===== src/rtl/alu_fpga_pkg.sv =====
// rtl/alu_fpga_pkg.sv - shared types, glyph constants and hex decode for alu_fpga_seq
package alu_fpga_pkg;

    typedef enum logic [2:0] {
        S_A    = 3'd0,
        S_B    = 3'd1,
        S_OP   = 3'd2,
        S_EXEC = 3'd3,
        S_SHOW = 3'd4
    } state_t;

    localparam logic [6:0] SEG_BLANK = 7'h7F;
    localparam logic [6:0] SEG_ZERO  = 7'b1000000;

    // Active-low segments, bit order {g,f,e,d,c,b,a}
    localparam logic [6:0] HEX_SEG [16] = '{
        7'h40, 7'h79, 7'h24, 7'h30, 7'h19, 7'h12, 7'h02, 7'h78,
        7'h00, 7'h10, 7'h08, 7'h03, 7'h46, 7'h21, 7'h06, 7'h0E
    };

    function automatic logic [6:0] hex_to_seg(input logic [3:0] nib);
        return HEX_SEG[nib];
    endfunction

endpackage


===== src/rtl/alu_fpga_seq_key_debounce.sv =====
// rtl/alu_fpga_seq_key_debounce.sv - key synchroniser, debouncer and press-pulse generator
module key_debounce #(
    parameter int DEB_CYC = 500000
) (
    input  logic clk,
    input  logic rst,
    input  logic raw_n,
    output logic level_n,
    output logic press
);

    localparam int CNT_W = (DEB_CYC > 1) ? $clog2(DEB_CYC) : 1;

    logic             sync1_q;
    logic             sync2_q;
    logic             level_q;
    logic             press_q;
    logic [CNT_W-1:0] cnt_q;

    // press_q rises in the same cycle the debounced level falls
    always_ff @(posedge clk or posedge rst) begin
        if (rst) begin
            sync1_q <= 1'b1;
            sync2_q <= 1'b1;
            level_q <= 1'b1;
            press_q <= 1'b0;
            cnt_q   <= '0;
        end else begin
            sync1_q <= raw_n;
            sync2_q <= sync1_q;
            press_q <= 1'b0;
            if (sync2_q == level_q) begin
                cnt_q <= '0;
            end else if (cnt_q == CNT_W'(DEB_CYC - 1)) begin
                level_q <= sync2_q;
                press_q <= ~sync2_q;
                cnt_q   <= '0;
            end else begin
                cnt_q <= cnt_q + CNT_W'(1);
            end
        end
    end

    assign level_n = level_q;
    assign press   = press_q;

endmodule


===== src/rtl/alu_fpga_seq.sv =====
// rtl/alu_fpga_seq.sv - key-driven operand/opcode capture, external ALU drive and hex display
module alu_fpga_seq
    import alu_fpga_pkg::*;
#(
    parameter int DATA_W  = 32,
    parameter int IN_W    = 16,
    parameter int SW_W    = 18,
    parameter int OP_W    = 4,
    parameter int NUM_HEX = 8,
    parameter int DEB_CYC = 500000
) (
    input  logic                 CLOCK_50,
    input  logic                 RST,
    input  logic [3:0]           KEY,
    input  logic [SW_W-1:0]      SW,
    output logic [7*NUM_HEX-1:0] HEX,
    output logic [7:0]           LEDR,
    output logic [OP_W-1:0]      aluop,
    output logic [DATA_W-1:0]    porta,
    output logic [DATA_W-1:0]    portb,
    input  logic [DATA_W-1:0]    porto,
    input  logic                 z_flag,
    input  logic                 v_flag,
    input  logic                 n_flag
);

    localparam int NUM_NIB = (DATA_W + 3) / 4;

    state_t              state_q, state_d;
    logic [DATA_W-1:0]   porta_q, porta_d;
    logic [DATA_W-1:0]   portb_q, portb_d;
    logic [OP_W-1:0]     aluop_q, aluop_d;
    logic [DATA_W-1:0]   result_q, result_d;
    logic [2:0]          flags_q, flags_d;

    logic                adv, abt;
    logic                adv_level_n, abt_level_n;
    logic                unused_ok;
    logic signed [IN_W:0] sw_sext;
    logic [DATA_W-1:0]   live;
    logic [DATA_W-1:0]   disp;
    logic [4*NUM_HEX-1:0] disp_ext;
    logic [4:0]          state_oh;

    key_debounce #(.DEB_CYC(DEB_CYC)) u_key_adv (
        .clk(CLOCK_50), .rst(RST), .raw_n(KEY[0]), .level_n(adv_level_n), .press(adv)
    );

    key_debounce #(.DEB_CYC(DEB_CYC)) u_key_abt (
        .clk(CLOCK_50), .rst(RST), .raw_n(KEY[1]), .level_n(abt_level_n), .press(abt)
    );

    assign unused_ok = ^{KEY[3:2], adv_level_n, abt_level_n, SW};

    assign sw_sext = $signed(SW[IN_W:0]);
    assign live    = DATA_W'(sw_sext);

    always_ff @(posedge CLOCK_50 or posedge RST) begin
        if (RST) begin
            state_q  <= S_A;
            porta_q  <= '0;
            portb_q  <= '0;
            aluop_q  <= '0;
            result_q <= '0;
            flags_q  <= '0;
        end else begin
            state_q  <= state_d;
            porta_q  <= porta_d;
            portb_q  <= portb_d;
            aluop_q  <= aluop_d;
            result_q <= result_d;
            flags_q  <= flags_d;
        end
    end

    // Abort beats advance, except in S_EXEC which always runs to completion
    always_comb begin
        state_d  = state_q;
        porta_d  = porta_q;
        portb_d  = portb_q;
        aluop_d  = aluop_q;
        result_d = result_q;
        flags_d  = flags_q;
        if (abt && state_q != S_EXEC) begin
            state_d = S_A;
            porta_d = '0;
            portb_d = '0;
            aluop_d = '0;
        end else begin
            case (state_q)
                S_A: if (adv) begin
                    porta_d = live;
                    state_d = S_B;
                end
                S_B: if (adv) begin
                    portb_d = live;
                    state_d = S_OP;
                end
                S_OP: if (adv) begin
                    aluop_d = SW[OP_W-1:0];
                    state_d = S_EXEC;
                end
                S_EXEC: begin
                    result_d = porto;
                    flags_d  = {n_flag, v_flag, z_flag};
                    state_d  = S_SHOW;
                end
                S_SHOW: if (adv) state_d = S_A;
                default: state_d = S_A;
            endcase
        end
    end

    always_comb begin
        case (state_q)
            S_A, S_B: disp = live;
            S_OP:     disp = DATA_W'(SW[OP_W-1:0]);
            default:  disp = SW[SW_W-1] ? porta_q : result_q;
        endcase
        if (RST) disp = '0;
        disp_ext = (4*NUM_HEX)'(disp);
        HEX = '1;
        for (int d = 0; d < NUM_HEX; d++) begin
            HEX[7*d +: 7] = (d < NUM_NIB) ? hex_to_seg(disp_ext[4*d +: 4]) : SEG_BLANK;
        end
        state_oh = 5'b00001 << state_q;
        LEDR = {state_oh, flags_q};
    end

    assign aluop = aluop_q;
    assign porta = porta_q;
    assign portb = portb_q;

endmodule


===== config.mk =====
export PLATFORM = sky130hd
export DESIGN_NAME = alu_fpga_seq
export DESIGN_NICKNAME = d
export VERILOG_FILES = /design/src/rtl/alu_fpga_pkg.sv /design/src/rtl/alu_fpga_seq_key_debounce.sv /design/src/rtl/alu_fpga_seq.sv
export SDC_FILE = /design/constraint.sdc
export NUM_CORES = 1
export LEC_CHECK = 0
export CAP_MARGIN = 40
export CORE_MARGIN = 2
export CORE_UTILIZATION = 52
export CTS_BUF_LIST = sky130_fd_sc_hd__clkbuf_4 sky130_fd_sc_hd__clkbuf_8
export DETAILED_ROUTE_END_ITERATION = 10
export PLACE_DENSITY_LB_ADDON = 0.25
export SETUP_SLACK_MARGIN = 0.3
export SLEW_MARGIN = 30
export SYNTH_ARGS = -nofsm -noshare
export SYNTH_HDL_FRONTEND = slang
export SYNTH_SLANG_ARGS = --single-unit

===== constraint.sdc =====
create_clock -name CLOCK_50 -period 12.38 [get_ports CLOCK_50]
set_input_delay 3.714 -clock CLOCK_50 [delete_from_list [all_inputs] [get_ports CLOCK_50]]
set_output_delay 3.714 -clock CLOCK_50 [all_outputs]
set_load 0.03 [all_outputs]

== Yosys cells after proc, flatten, opt, wreduce, memory -nomap -nowiden ==
Memory sizes are Yosys's and may differ from the RTL's.
Index checks and enable logic that the tools add are counted.
Cells by class
  add/sub/neg operators: 2
  order comparisons: 8
  equal/unequal tests: 13
  shift-type cells: 1
  mux-type cells: 41
  bitwise logic cells: 13
  reductions and logical operators: 14
Operators by type and width (count)
  32-bit 2-to-1 mux: 7
  7-bit 2-to-1 mux: 16
  19-bit 2-to-1 mux: 4
  32-bit case mux with 2 select lines: 1
  5-bit >= comparator, second input constant: 8
  4-bit inverter with 5-bit output: 8
  19-bit by 1-bit adder with 19-bit output, second input constant: 2
  19-bit == test, second input constant: 2
  3-bit 2-to-1 mux: 5
  3-bit by 2-bit != test with 1-bit output, second input constant: 5
  3-bit case mux with 5 select lines: 1
  4-bit 2-to-1 mux: 3
  2-bit AND reduction: 6
  2-bit nonzero test: 4
  3-bit by 2-bit == test with 1-bit output, second input constant: 2
  1-bit inverter: 5
  1-bit by 3-bit << shifter with 5-bit output, first input constant: 1
  1-bit 2-to-1 mux: 4
  4-bit AND reduction: 1
  3-bit by 1-bit == test with 1-bit output, second input constant: 1
  3-bit == test, second input constant: 1
  3-bit zero test: 1
  1-bit == test: 2
  2-bit OR reduction: 1
  1-bit logical AND: 1
Word-level totals
  flip-flop bits (word level): 152
  memory bits (read-only): 896
  input port bits: 59
  logic and storage cells: 116
  memories: 8
Memory list
  (name not given): words 16, bits a word 7, rd ports 1, clocked after memory_dff 0, wr ports 0, line alu_fpga_pkg.sv:22  | return HEX_SEG[nib];
  (name not given): words 16, bits a word 7, rd ports 1, clocked after memory_dff 0, wr ports 0, line alu_fpga_pkg.sv:22
  (name not given): words 16, bits a word 7, rd ports 1, clocked after memory_dff 0, wr ports 0, line alu_fpga_pkg.sv:22
  (name not given): words 16, bits a word 7, rd ports 1, clocked after memory_dff 0, wr ports 0, line alu_fpga_pkg.sv:22
  (name not given): words 16, bits a word 7, rd ports 1, clocked after memory_dff 0, wr ports 0, line alu_fpga_pkg.sv:22
  (name not given): words 16, bits a word 7, rd ports 1, clocked after memory_dff 0, wr ports 0, line alu_fpga_pkg.sv:22
  +2 memories

== Longest topological paths before layout ==
  depth in word-level cells: 8
  gate-level depth with buffers: 13

== Hierarchy ==
A second synthesis with hierarchy kept.
Second synthesis, totals
  cells, all modules: 931
  area total of the unflattened synthesis: 8383.0 um^2
Modules (own cells, without submodules)
  alu_fpga_seq: instances 1, cells each 715, area an instance 6068.3 um^2, sequential area each 1901.8 um^2
  key_debounce: instances 2, cells each 108, area an instance 1157.4 um^2, sequential area each 579.3 um^2

== Worst setup path after synthesis ==
No wires, ideal clock.
  path type: input port to output port
  from: input port RST
  to: output port HEX[11]
  arrival time: 7495 ps
  data required time: 8666 ps
  setup slack: 1171 ps
  cell stages on the path: 5
  path buffers: 1
  cells stage by stage: inv_1 -> and2_1 -> buf_2 -> a21oi_1 -> a21oi_1
Between the ends
  cells in the longest elaborated chain, start to end: 5
Ends and longest elaborated chain
  start, declared: line alu_fpga_seq.sv:13  | input logic RST,
  32-bit 2-to-1 mux: line alu_fpga_seq.sv:120  | if (RST) disp = '0;
  4-bit inverter with 5-bit output (implied by the code): line alu_fpga_pkg.sv:22
  memory read 16 x 7 bit
  7-bit 2-to-1 mux (implied by the code) (2 in a row): line alu_fpga_pkg.sv:22
  end, declared: line alu_fpga_seq.sv:16  | output logic [7*NUM_HEX-1:0] HEX,
No other way between the ends. The select of a mux whose other input is x is not followed.

== Worst setup path after layout ==
  from: input port SW[17]
  to: output port HEX[45]
Between the ends
  cells in the longest elaborated chain, start to end: 7
Ends and longest elaborated chain
  start, declared: line alu_fpga_seq.sv:15  | input logic [SW_W-1:0] SW,
  32-bit 2-to-1 mux: line alu_fpga_seq.sv:118  | default: disp = SW[SW_W-1] ? porta_q : result_q;
  32-bit case mux with 2 select lines: line alu_fpga_seq.sv:115  | case (state_q)
  32-bit 2-to-1 mux: line alu_fpga_seq.sv:120
  4-bit inverter with 5-bit output (implied by the code): line alu_fpga_pkg.sv:22
  memory read 16 x 7 bit
  7-bit 2-to-1 mux (implied by the code) (2 in a row): line alu_fpga_pkg.sv:22
No other way between the ends. The select of a mux whose other input is x is not followed.

==> results.yml <==
floorplan:
  io_pins: 191
  die_area_um2: 16700
  coreArea_um2: 15300
  start_util_pct: 53.6
  die_h_um: 129
  die_w_um: 129
  rows: 45
setup_path:
  crit_start: "SW[17]"
  crit_arrival_ps: 7310
  r2r_start: "state_q[1]"
  worst-path-max-fanout: 35
  cp-end-kind: "primary output"
  crit_type: "in -> out"
  critPathLaunchType: "input port"
  required_ps: 8670
synth:
  yosysWarnings: 0
  avgSynthCellArea_um2: 8.47
  synth_flop_cell: "dfrtp_1"
  synth_cells: 965
  ys_ff_latch: 122
  yosysSeqAreaShare_pct: 37.4
  synthArstFlopShare_pct: 100
  syn-cell-area_um2: 8180
  syn_nets: 1067
  synth_edf_count: 0
  synth.distinct_cells: 63
timing:
  rsz0062_at_grt: "no"
  fin_tns_setup_ps: 0
  worst_slew_pin_slew_ps: 831
  drv_slew: 0
  post-route-period-util_pct: 89.0
  holdWs_ps: 359
  slew_headroom_pct: 44.2
  period_minus_slack_ps: 11020
  fmax_mhz: 90.7
  fin_ws_ps: 1360
  setup_viol: 0
  finClkSkew_ps: 11.4
  hold_viol: 0
clock_network:
  post_cts_resized: 0
  cts_buffers: 17
  clock-sinks: 122
  clk_pin_slew_ps: 70
  htree_levels: 4
  cts_tree: "built"
  postCtsSetupRepairBufs: 0
  cts_hold_buffers: 0
  insertion_delay_ps: 450
  cts-root-buf: "clkbuf_8"
  clockBufferDepth: 2
global_route:
  grt_pass1_wl_um: 33500
  grt_util_all_layers_pct: 25.5
  grt_pass1_vias: 6688
  antenna_found_initial: 0
  grt_max_degree: 83
  overflow: 0
flow_run:
  max-cap-violations: 0
route:
  avgRoutedWirePerCell_um: 16.0
  drc: 0
  dr.pass1.iters: 5
  via_per_inst: 5.56
  vias: 7362
  drt_iter0_markers: 683
  antenna_left: 0
  routed_wl_um: 21300
final_layout:
  areaGrowthSynthToFinish_pct: 25.5
  utilization_pct: 67.3
  diodes: 0
  nFillCells: 1265
  drive_gt1_share_pct: 9.07
  final_common_cell: "nand2_1"
  area.sequential_um2: 3060
  final_area_um2: 10300
  layout.nets: 1203
  multiInputGateArea_um2: 4490
  mostFrequentLayoutCells: "nand2_1, clkdlybuf4s50_1, dfrtp_1"
power_and_ir_drop:
  ir_drop_mv: 0.0787
  leakage_uw: 0.00444
  p_per_area_nw_per_um2: 85.4
min_path:
  hold_path.startpoint: "u_key_abt.sync1_q"
  hold_path_class: "reg -> reg"
place:
  gp_congestion: 0.955
  placement.io_buffers: 188
  dpl.hpwl_um: 15000
  place_area_um2: 9910
  dpl_worst_slack_ps: 1380
outcome:
  status: "finished clean"
==> logic make-up after synthesis <==
family	Yosys count	synth area share (%)
AO/OA/AOI/OAI	170	14.5
multiplexers	43	5.89
flip-flops	122	37.4
XOR/XNOR	36	3.86
AND/OR/NAND/NOR	437	24.0
adder cells (fa/ha/maj)	43	6.58
buffers and inverters	114	7.70
==> routing by layer <==
layer  share of wire, %  global-route usage (%)
met5                  0                       0
met4                2.0                    8.06
met3                6.0                    5.16
met2                 48                    41.7
met1                 44                    34.1
==> Yosys cell counts (13+ instances only) <==
| library cell | number | area share (%) |
|---|---|---|
| o21ai_0 | 18 | 1.1 |
| dfrtp_1 | 116 | 35 |
| mux2_2 | 17 | 2.3 |
| and3_1 | 19 | 1.5 |
| xor2_1 | 24 | 2.6 |
| ha_1 | 43 | 6.6 |
| mux2i_1 | 23 | 2.8 |
| nand2_1 | 216 | 9.9 |
| a21oi_1 | 73 | 4.5 |
| buf_2 | 26 | 1.6 |
| buf_4 | 33 | 3.0 |
| nor3_1 | 14 | 0.86 |
| o22ai_1 | 13 | 0.99 |
| nand2b_1 | 21 | 1.6 |
| clkbuf_1 | 14 | 0.64 |
| nand3_1 | 29 | 1.8 |
| inv_1 | 29 | 1.3 |
| nor2_1 | 88 | 4.0 |
==> power breakdown <==
| group | internal (µW) | switching (µW) | leakage, µW |
|---|---|---|---|
| Clock | 163 | 161 | 0.000175 |
| Sequential | 401 | 1.99 | 0.00132 |
| Combinational | 63.2 | 85.3 | 0.00295 |
| Total | 628 | 249 | 0.00444 |
==> through the flow <==
stage | power (µW) | std cells
2_1_floorplan | 500 | 965
3_3_place_gp | 557 | 1292
3_5_place_dp | 559 | 1293
4_1_cts | 882 | 1325
5_1_grt | 914 | 1325
6_report | 876 | 1325
==> sequential cells by signal (all words and copies together) (netlist names), 3 cells and up <==
| register | flops |
|---|---|
| u_key_abt.cnt_q | 19 |
| aluop | 4 |
| state_q | 3 |
| porta | 17 |
| portb | 17 |
| flags_q | 3 |
| result_q | 32 |
| u_key_adv.cnt_q | 19 |
==> final timing paths <==
check | to | slack, ps | cells past startpoint
max | HEX[45] | 1360 | 12
min | u_key_abt.sync2_q | 360 | 0
max reg2reg | portb[14] | 10070 | 5
min reg2reg | u_key_abt.sync2_q | 360 | 0
max in group asynchronous | u_key_adv.cnt_q[17] | 7330 | 4
min in group asynchronous | result_q[6] | 3950 | 3
==> worst max-delay path, cell delays in order <==
cell	delay, ps
clkdlybuf4s50_1	460
buf_4	370
nand2_1	520
nand2_1	340
a21oi_1	80
nand2b_1	220
inv_1	110
ha_1	210
nand2_1	70
and3_1	180
a221oi_1	280
clkdlybuf4s50_1	730
==> final cells by class <==
type	count	share of cell area, %
multi-input combinational	729	43.7
sequential	122	29.8
timing repair buffer	198	19.2
tap	211	2.57
clock buffer	20	2.50
inverter	33	1.23
clock inverter	12	0.987
Note: power is estimated with default switching activity, not from simulation.
